===== src/rtl/data_mem_arbiter_pkg.sv =====
// Shared types and constants for the data memory arbiter.
package mem_arb_pkg;

  typedef enum logic [1:0] {
    IDLE  = 2'd0,
    ISSUE = 2'd1,
    RESP  = 2'd2
  } state_t;

  localparam logic REQ_CPU  = 1'b0;
  localparam logic REQ_HOST = 1'b1;

  localparam int DEF_ADDR_W   = 16;
  localparam int DEF_DATA_W   = 16;
  localparam int DEF_MAX_WAIT = 4;

endpackage


===== src/rtl/data_mem_arbiter_if.sv =====
// Bundle of CPU, host and memory-side signals around the data memory arbiter.
interface data_mem_arbiter_if
  import mem_arb_pkg::*;
#(
  parameter int ADDR_W = DEF_ADDR_W,
  parameter int DATA_W = DEF_DATA_W
);

  logic              cpu_req;
  logic              cpu_we;
  logic [ADDR_W-1:0] cpu_addr;
  logic [DATA_W-1:0] cpu_wdata;
  logic              cpu_gnt;
  logic              cpu_rvalid;
  logic [DATA_W-1:0] cpu_rdata;
  logic              cpu_stall;

  logic              host_req;
  logic              host_we;
  logic [ADDR_W-1:0] host_addr;
  logic [DATA_W-1:0] host_wdata;
  logic              host_gnt;
  logic              host_rvalid;
  logic [DATA_W-1:0] host_rdata;

  logic              mem_read;
  logic              mem_write;
  logic [ADDR_W-1:0] mem_addr;
  logic [DATA_W-1:0] mem_wdata;
  logic [DATA_W-1:0] mem_rdata;

  // Arbiter side: accepts requests, drives grants and the memory command.
  modport master (
    input  cpu_req, cpu_we, cpu_addr, cpu_wdata,
    input  host_req, host_we, host_addr, host_wdata,
    input  mem_rdata,
    output cpu_gnt, cpu_rvalid, cpu_rdata, cpu_stall,
    output host_gnt, host_rvalid, host_rdata,
    output mem_read, mem_write, mem_addr, mem_wdata
  );

  modport slave (
    output cpu_req, cpu_we, cpu_addr, cpu_wdata,
    output host_req, host_we, host_addr, host_wdata,
    output mem_rdata,
    input  cpu_gnt, cpu_rvalid, cpu_rdata, cpu_stall,
    input  host_gnt, host_rvalid, host_rdata,
    input  mem_read, mem_write, mem_addr, mem_wdata
  );

endinterface


===== src/rtl/data_mem_arbiter_wait_counter.sv =====
// Saturating count of consecutive host losses; at_limit forces the next host win.
module arb_wait_counter
  import mem_arb_pkg::*;
#(
  parameter int MAX_WAIT = DEF_MAX_WAIT
) (
  input  logic clk,
  input  logic reset_n,
  input  logic inc,
  input  logic clr,
  output logic at_limit
);

  logic [3:0] count;

  assign at_limit = (count == 4'(MAX_WAIT));

  always_ff @(posedge clk or negedge reset_n) begin
    if (!reset_n) begin
      count <= '0;
    end else if (clr) begin
      count <= '0;
    end else if (inc && !at_limit) begin
      count <= count + 4'd1;
    end
  end

endmodule


===== src/rtl/data_mem_arbiter.sv =====
// Shares one single-port data memory between the CPU load/store port and the host port,
// CPU first with a bounded wait for the host; one memory command per grant.
module data_mem_arbiter
  import mem_arb_pkg::*;
#(
  parameter int ADDR_W   = DEF_ADDR_W,
  parameter int DATA_W   = DEF_DATA_W,
  parameter int MAX_WAIT = DEF_MAX_WAIT
) (
  input logic                clk,
  input logic                reset_n,
  data_mem_arbiter_if.master bus
);

  state_t            state;
  logic              owner;
  logic              cmd_we;
  logic [ADDR_W-1:0] cmd_addr;
  logic [DATA_W-1:0] cmd_wdata;
  logic              cpu_rd_pend;
  logic              cpu_gnt_q;
  logic              host_gnt_q;
  logic              cpu_rvalid_q;
  logic              host_rvalid_q;
  logic [DATA_W-1:0] cpu_rdata_q;
  logic [DATA_W-1:0] host_rdata_q;
  logic              mem_read_q;
  logic              mem_write_q;

  logic              any_req;
  logic              host_wins;
  logic              arb_now;
  logic              at_limit;
  logic              sel_we;
  logic [ADDR_W-1:0] sel_addr;
  logic [DATA_W-1:0] sel_wdata;

  // The host only beats a requesting CPU once it has lost MAX_WAIT times in a row.
  assign any_req   = bus.cpu_req | bus.host_req;
  assign host_wins = bus.host_req & (~bus.cpu_req | at_limit);
  assign arb_now   = (state == IDLE) & any_req;
  assign sel_we    = host_wins ? bus.host_we    : bus.cpu_we;
  assign sel_addr  = host_wins ? bus.host_addr  : bus.cpu_addr;
  assign sel_wdata = host_wins ? bus.host_wdata : bus.cpu_wdata;

  arb_wait_counter #(.MAX_WAIT(MAX_WAIT)) u_wait_counter (
    .clk      (clk),
    .reset_n  (reset_n),
    .inc      (arb_now & bus.host_req & ~host_wins),
    .clr      (arb_now & host_wins),
    .at_limit (at_limit)
  );

  always_ff @(posedge clk or negedge reset_n) begin
    if (!reset_n) begin
      state         <= IDLE;
      owner         <= REQ_CPU;
      cmd_we        <= 1'b0;
      cmd_addr      <= '0;
      cmd_wdata     <= '0;
      cpu_rd_pend   <= 1'b0;
      cpu_gnt_q     <= 1'b0;
      host_gnt_q    <= 1'b0;
      cpu_rvalid_q  <= 1'b0;
      host_rvalid_q <= 1'b0;
      cpu_rdata_q   <= '0;
      host_rdata_q  <= '0;
      mem_read_q    <= 1'b0;
      mem_write_q   <= 1'b0;
    end else begin
      cpu_gnt_q     <= 1'b0;
      host_gnt_q    <= 1'b0;
      cpu_rvalid_q  <= 1'b0;
      host_rvalid_q <= 1'b0;
      mem_read_q    <= 1'b0;
      mem_write_q   <= 1'b0;
      case (state)
        IDLE: begin
          if (any_req) begin
            owner       <= host_wins ? REQ_HOST : REQ_CPU;
            cmd_we      <= sel_we;
            cmd_addr    <= sel_addr;
            cmd_wdata   <= sel_wdata;
            cpu_gnt_q   <= ~host_wins;
            host_gnt_q  <= host_wins;
            mem_read_q  <= ~sel_we;
            mem_write_q <= sel_we;
            cpu_rd_pend <= ~host_wins & ~bus.cpu_we;
            state       <= ISSUE;
          end
        end
        ISSUE: begin
          state <= cmd_we ? IDLE : RESP;
        end
        RESP: begin
          if (owner == REQ_HOST) begin
            host_rdata_q  <= bus.mem_rdata;
            host_rvalid_q <= 1'b1;
          end else begin
            cpu_rdata_q  <= bus.mem_rdata;
            cpu_rvalid_q <= 1'b1;
            cpu_rd_pend  <= 1'b0;
          end
          state <= IDLE;
        end
        default: begin
          state <= IDLE;
        end
      endcase
    end
  end

  assign bus.cpu_gnt     = cpu_gnt_q;
  assign bus.host_gnt    = host_gnt_q;
  assign bus.cpu_rvalid  = cpu_rvalid_q;
  assign bus.host_rvalid = host_rvalid_q;
  assign bus.cpu_rdata   = cpu_rdata_q;
  assign bus.host_rdata  = host_rdata_q;
  assign bus.mem_read    = mem_read_q;
  assign bus.mem_write   = mem_write_q;
  assign bus.mem_addr    = cmd_addr;
  assign bus.mem_wdata   = cmd_wdata;
  assign bus.cpu_stall   = (bus.cpu_req & ~cpu_gnt_q) | cpu_rd_pend;

endmodule


===== src/flat_wrapper.sv =====
// flat-port wrapper written by rule: the top's interface ports become plain ports
module data_mem_arbiter_flat import mem_arb_pkg::*;
#(
  parameter int ADDR_W   = DEF_ADDR_W,
  parameter int DATA_W   = DEF_DATA_W,
  parameter int MAX_WAIT = DEF_MAX_WAIT
)
  (clk, reset_n, bus_cpu_req, bus_cpu_we, bus_cpu_addr, bus_cpu_wdata, bus_host_req, bus_host_we, bus_host_addr, bus_host_wdata, bus_mem_rdata, bus_cpu_gnt, bus_cpu_rvalid, bus_cpu_rdata, bus_cpu_stall, bus_host_gnt, bus_host_rvalid, bus_host_rdata, bus_mem_read, bus_mem_write, bus_mem_addr, bus_mem_wdata);
  data_mem_arbiter_if #(.ADDR_W(ADDR_W), .DATA_W(DATA_W)) bus_i ();
  input logic clk;
  input logic reset_n;
  input wire logic [$bits(bus_i.cpu_req)-1:0] bus_cpu_req;
  input wire logic [$bits(bus_i.cpu_we)-1:0] bus_cpu_we;
  input wire logic [$bits(bus_i.cpu_addr)-1:0] bus_cpu_addr;
  input wire logic [$bits(bus_i.cpu_wdata)-1:0] bus_cpu_wdata;
  input wire logic [$bits(bus_i.host_req)-1:0] bus_host_req;
  input wire logic [$bits(bus_i.host_we)-1:0] bus_host_we;
  input wire logic [$bits(bus_i.host_addr)-1:0] bus_host_addr;
  input wire logic [$bits(bus_i.host_wdata)-1:0] bus_host_wdata;
  input wire logic [$bits(bus_i.mem_rdata)-1:0] bus_mem_rdata;
  output wire logic [$bits(bus_i.cpu_gnt)-1:0] bus_cpu_gnt;
  output wire logic [$bits(bus_i.cpu_rvalid)-1:0] bus_cpu_rvalid;
  output wire logic [$bits(bus_i.cpu_rdata)-1:0] bus_cpu_rdata;
  output wire logic [$bits(bus_i.cpu_stall)-1:0] bus_cpu_stall;
  output wire logic [$bits(bus_i.host_gnt)-1:0] bus_host_gnt;
  output wire logic [$bits(bus_i.host_rvalid)-1:0] bus_host_rvalid;
  output wire logic [$bits(bus_i.host_rdata)-1:0] bus_host_rdata;
  output wire logic [$bits(bus_i.mem_read)-1:0] bus_mem_read;
  output wire logic [$bits(bus_i.mem_write)-1:0] bus_mem_write;
  output wire logic [$bits(bus_i.mem_addr)-1:0] bus_mem_addr;
  output wire logic [$bits(bus_i.mem_wdata)-1:0] bus_mem_wdata;
  assign bus_i.cpu_req = bus_cpu_req;
  assign bus_i.cpu_we = bus_cpu_we;
  assign bus_i.cpu_addr = bus_cpu_addr;
  assign bus_i.cpu_wdata = bus_cpu_wdata;
  assign bus_i.host_req = bus_host_req;
  assign bus_i.host_we = bus_host_we;
  assign bus_i.host_addr = bus_host_addr;
  assign bus_i.host_wdata = bus_host_wdata;
  assign bus_i.mem_rdata = bus_mem_rdata;
  assign bus_cpu_gnt = bus_i.cpu_gnt;
  assign bus_cpu_rvalid = bus_i.cpu_rvalid;
  assign bus_cpu_rdata = bus_i.cpu_rdata;
  assign bus_cpu_stall = bus_i.cpu_stall;
  assign bus_host_gnt = bus_i.host_gnt;
  assign bus_host_rvalid = bus_i.host_rvalid;
  assign bus_host_rdata = bus_i.host_rdata;
  assign bus_mem_read = bus_i.mem_read;
  assign bus_mem_write = bus_i.mem_write;
  assign bus_mem_addr = bus_i.mem_addr;
  assign bus_mem_wdata = bus_i.mem_wdata;
  data_mem_arbiter #(.ADDR_W(ADDR_W), .DATA_W(DATA_W), .MAX_WAIT(MAX_WAIT)) u_core (.clk(clk), .reset_n(reset_n), .bus(bus_i));
endmodule

===== config.mk =====
export PLATFORM = sky130hd
export DESIGN_NAME = data_mem_arbiter_flat
export DESIGN_NICKNAME = d
export VERILOG_FILES = /design/src/rtl/data_mem_arbiter_pkg.sv /design/src/rtl/data_mem_arbiter_if.sv /design/src/rtl/data_mem_arbiter_wait_counter.sv /design/src/rtl/data_mem_arbiter.sv /design/src/flat_wrapper.sv
export SDC_FILE = /design/constraint.sdc
export NUM_CORES = 1
export LEC_CHECK = 0
export CAP_MARGIN = 25
export CELL_PAD_IN_SITES_DETAIL_PLACEMENT = 1
export CELL_PAD_IN_SITES_GLOBAL_PLACEMENT = 1
export CORE_MARGIN = 5
export CORE_UTILIZATION = 28
export CTS_BUF_LIST = sky130_fd_sc_hd__clkbuf_16
export CTS_CLUSTER_DIAMETER = 150
export DETAILED_ROUTE_END_ITERATION = 10
export PLACE_DENSITY = 0.77
export RECOVER_POWER = 25
export SLEW_MARGIN = 20
export SYNTH_ARGS = -nofsm -noshare
export SYNTH_HDL_FRONTEND = slang
export SYNTH_SLANG_ARGS = --single-unit

===== constraint.sdc =====
create_clock -name clk -period 1.7 [get_ports clk]
set_input_delay 0.425 -clock clk [delete_from_list [all_inputs] [get_ports clk]]
set_output_delay 0.425 -clock clk [all_outputs]
set_load 0.02 [all_outputs]

Word level (Yosys, flattened, before mapping)
Cells that the tools add are included.
{ "totals": {"regBits": 79, "output_inout_bits": 71} }
{ "op_classes": {"n_bitwise": 16, "muxes": 24, "eq_ne": 5, "add_sub_neg": 1, "reduce_logical": 9} }
{ "op_table": {"columns": ["op", "count"], "rows": [
  ["two-way mux 16 bit", 2],
  ["two-way mux 1 bit", 16],
  ["two-way mux 4 bit", 2],
  ["AND 1 bit", 7],
  ["inverter 1 bit", 6],
  ["AND reduction 2 bit", 3],
  ["adder 4 x 1 -> 4 bit, second input constant", 1],
  ["== test 4 x 3 -> 1 bit, second input constant", 1],
  ["two-way mux 2 bit", 2],
  ["one-hot mux 2 bit (2 select lines)", 1],
  ["nonzero test 2 bit", 2],
  ["bitwise OR 1 bit", 3],
  ["AND reduction 3 bit", 1],
  ["== test 2 x 1 -> 1 bit, second input constant", 1],
  ["== test 2 bit, second input constant", 1],
  ["zero test 2 bit", 1],
  ["inequality test 2 x 1 -> 1 bit, second input constant", 1],
  ["inequality test 2 bit, second input constant", 1],
  ["one-hot mux 1 bit (2 select lines)", 1],
  ["logical AND 1 bit", 1],
  ["zero test 1 bit", 1]
]} }

Depth between registers and ports, before layout
{ "depth": {"ltp_word": 8, "depth_mapped": 7, "mapped_depth_nobuf": 5} }

Cells and area by module
Synthesis repeated with hierarchy kept, for this count alone.
{ "hier_totals": {"cells_unflattened": 314, "area_unflattened_um2": 3540.9} }
{ "by_module_without_submodules": {"columns": ["module", "n_inst", "area_per_inst_um2", "cells_per_inst"], "rows": [
  ["data_mem_arbiter", 1, 3306.9, 290],
  ["arb_wait_counter", 1, 234.0, 24]
]} }

Least setup slack after synthesis
No wires, ideal clock.
{ "synth_path": {"path_kind": "reg2reg", "start": "reg u_core.u_wait_counter.count[0]", "end": "reg u_core.cmd_addr[1] (netlist: u_core.bus.mem_addr[1])", "path_stages_with_launch": 8, "path_buffers": 2, "t_arrival_ns": 1.516, "slack_ns": 0.058, "setup_time_ns": 0.126, "cell_sequence": "dfrtp_1 inv_1 ha_1 nand4b_2 and3_1 buf_6 buf_6 a221o_1"} }
{ "synth_between": {"elab_chain_len": 4} }
{ "synth_lines": {"columns": ["element", "line", "source"], "rows": [
  ["start, declared", "data_mem_arbiter_wait_counter.sv:14", "logic [3:0] count;"],
  ["start signal, assigned", "data_mem_arbiter_wait_counter.sv:24", "count <= count + 4'd1;"],
  ["== test 4 x 3 -> 1 bit", "data_mem_arbiter_wait_counter.sv:16", "assign at_limit = (count == 4'(MAX_WAIT));"],
  ["bitwise OR 1 bit", "data_mem_arbiter.sv:40", "assign host_wins = bus.host_req & (~bus.cpu_req | at_limit);"],
  ["AND 1 bit", "data_mem_arbiter.sv:40", null],
  ["two-way mux 16 bit", "data_mem_arbiter.sv:43", "assign sel_addr = host_wins ? bus.host_addr : bus.cpu_addr;"],
  ["end signal, assigned", "data_mem_arbiter.sv:82", "cmd_addr <= sel_addr;"],
  ["end, declared", "data_mem_arbiter.sv:18", "logic [ADDR_W-1:0] cmd_addr;"]
]} }
No other way between the ends.
A chain may end at the register's enable or synchronous reset.

Worst setup path in the final report
{ "layout_path": {"start": "reg u_core.u_wait_counter.count[1]", "end": "reg u_core.cmd_addr[4] (netlist: u_core.bus.mem_addr[4])"} }
Same word-level chain as after synthesis.

==> flow_metrics.tcl <==
set metrics [dict create \
    slowest_stage "dfrtp_1" \
    port-buffer-count 156 \
    grt_pass1_vias 3142 \
    crit_path_max_fanout 33 \
    wl_per_cell_um 18.5 \
    row_count 39 \
    dp.final_hpwl_mm 7.55 \
    rsz0062_at_grt "false" \
    clkTransAtPathRegs_ns 0.06 \
    maxCapViolCount 0 \
    syn_nets 328 \
    gp_congestion 0.773 \
    dpl_cell_area_mm2 0.00517 \
    drv_slew 0 \
    synth_area_mm2 0.00332 \
    start_util_pct 28.8 \
    ys_seq_area_share_pct 59.6 \
    first_pass_iters 4 \
    detail-route-antenna-nets 0 \
    crit_chain "inv_1 -> ha_1 -> nand4b_2 -> and3_1 -> buf_12 -> a221o_1" \
    ys_async_sr_fraction_pct 100 \
    fillers 1199 \
    post-route-min-period_ns 1.63 \
    finClkSkew_ns 0.00699 \
    ff_latch_area_mm2 0.00198 \
    multi_input_area_mm2 0.00121 \
    crit_path_max_incr_delay_ns 0.38 \
    grt_max_degree 80 \
    end_kind "register" \
    crit-reg2reg-launch "u_core.u_wait_counter.count[1]" \
    setup_viol 0 \
    cp.required_ns 1.91 \
    timing.rr.end "u_core.bus.mem_addr[4]" \
    worst_slack_ns 0.0713 \
    reg2reg_depth 6 \
    hold_path.class "primary input to async pin" \
    synth_cell_types 35 \
    die_width_um 119 \
    synth_cells 240 \
    ys_ff_latch 79 \
    area_growth_pct 63.6 \
    synth.avg_cell_area_um2 13.8 \
    synthFlopType "dfrtp_1" \
    crit_type "register to register" \
    grt_pass1_wl_mm 16.9 \
    whs_ns 0.410 \
    cts_tree "built" \
    finalHoldViolations 0 \
    synth_edf_count 0 \
    clock_latency_ns 0.34 \
    post-route-util_pct 47.1 \
    clock.fmax_mhz 614 \
    drt_wl_total_mm 10.3 \
    cts_max_path_buffers 2 \
    antenna_found_initial 0 \
    ctsHoldBuffers 0 \
    cts-root-buf "clkbuf_16" \
    drive_gt1_share_pct 18.2 \
    grt-ovfl-total 0 \
    dieArea_mm2 0.0141 \
    dieHeight_um 119 \
    reg2reg_slack_ns 0.07 \
    status "finished, final reports clean" \
    critPathLaunchType "register" \
    io_pins 157 \
    final_common_cell "clkdlybuf4s50_1" \
    slew_headroom_pct 28.7 \
    crit_arrival_ns 1.84 \
    fin_tns_setup_ns 0 \
    cts-htree-levels 3 \
    cts_buffers 9 \
    clkSinkCount 79 \
    cellLeakagePower_uw 0.00248 \
    power_density_mw_per_mm2 1860 \
    drc 0 \
    most-common-layout-cells "82 x clkdlybuf4s50_1, 79 x dfrtp_1, 69 x dlygate4sd2_1, 33 x a221o_1" \
    tightest_slew_ns 1.07 \
    core_mm2 0.0115 \
    fin_area_mm2 0.00542 \
    place_ws_ns -0.438 \
    ys_warn_count 0 \
    antenna_cells 0 \
    fin_nets 495 \
    grt_usage_pct 15.0 \
    first_iter_violations 120 \
    num_vias 2725 \
    viasPerCell 4.91 \
    post_cts_buffers 0 \
    ir_drop_mv 0.630 \
    finalCritPeriodShare_pct 95.8 \
]
worst max path at each step:
stage | slack (ns) | end | cells after the start | from
after global routing | 0.01 | u_core.bus.mem_addr[4] | 6 | u_core.u_wait_counter.count[1]
after CTS | 0.0004 | bus_host_gnt | 1 | u_core.bus.host_gnt
after global placement | -0.42 | bus_cpu_stall | 4 | bus_cpu_req
after floorplan | 0.06 | u_core.bus.mem_addr[1] | 7 | u_core.u_wait_counter.count[0]
after detailed placement | -0.44 | bus_cpu_stall | 4 | bus_cpu_req
final | 0.07 | u_core.bus.mem_addr[4] | 6 | u_core.u_wait_counter.count[1]
layer usage:
layer  part of all wire, %  vias up  global-route usage (%)
li1                      -     1251                       -
met1                    40     1347                    17.3
met2                    49      113                    24.9
met3                   9.1       14                    6.07
met4                   2.0        0                    6.15
met5                     0        -                       0
kinds of logic after synthesis:
| logic type | share of synthesized area [%] |
|---|---|
| AO/OA/AOI/OAI | 20.2 |
| flip-flops | 59.6 |
| multiplexers | 10.9 |
| buffers and inverters | 4.08 |
| AND/OR/NAND/NOR | 4.53 |
| adder cells (fa/ha/maj) | 0.755 |
stage by stage:
stage	total power, uW	cells
2_1_floorplan	5920	240
3_3_place_gp	8390	539
3_5_place_dp	8560	539
4_1_cts	10300	555
5_1_grt	10700	555
6_report	10100	555
registers in the layout (all words and copies together) (netlist names):
name                         cells
u_core.bus.mem_read              1
u_core.bus.cpu_rvalid            1
u_core.bus.mem_wdata            16
u_core.cmd_we                    1
u_core.bus.host_gnt              1
u_core.bus.cpu_rdata            16
u_core.bus.cpu_gnt               1
u_core.bus.mem_addr             16
u_core.bus.mem_write             1
u_core.bus.host_rvalid           1
u_core.bus.host_rdata           16
u_core.cpu_rd_pend               1
u_core.u_wait_counter.count      4
u_core.owner                     1
u_core.state                     2
critical path: cells and delay by family, from the launching register on:
kind	cells	cell delay, ns
AOI/OAI and AO/OA	1	0.31
DFF	1	0.38
and+or+nand+nor	2	0.35
adders and majority gates	1	0.20
buffers and inverters	2	0.25
Yosys cell counts, drive strengths merged, types with 2 or more instances:
cell | number | area, um2
nand3b | 2 | 15.0
a221o | 33 | 330
a21oi | 4 | 31.3
nor3b | 2 | 15.0
clkbuf | 7 | 27.5
o21ai | 3 | 15.0
or2 | 2 | 12.5
buf | 10 | 77.6
dfrtp | 79 | 1980
nand3 | 2 | 10.0
and3 | 3 | 18.8
inv | 8 | 30.0
nand2 | 4 | 15.0
a21boi | 32 | 240
ha | 2 | 25.0
mux2 | 32 | 360
a31oi | 2 | 12.5
power by group:
part,leakage (uW),internal (uW),switching (uW)
logic,0.00135,2160,2440
clock network,0.000170,1440,778
registers,0.000966,2780,476
cell type report:
type / instances / share of cell area, %
inverter: 8 / 0.554
tap: 143 / 3.30
sequential: 79 / 36.4
timing repair buffer: 173 / 31.0
clock inverter: 7 / 2.24
multi-input combinational: 136 / 22.3
clock buffer: 9 / 4.15
timing repair:
item | 4_1_cts | 5_1_grt
pin swaps | 0 | 1
endpoints found under the setup margin | 70 | 13
cloned | 0 | 0
gates resized for setup | 73 | 5
(Power assumes the default switching activity.)
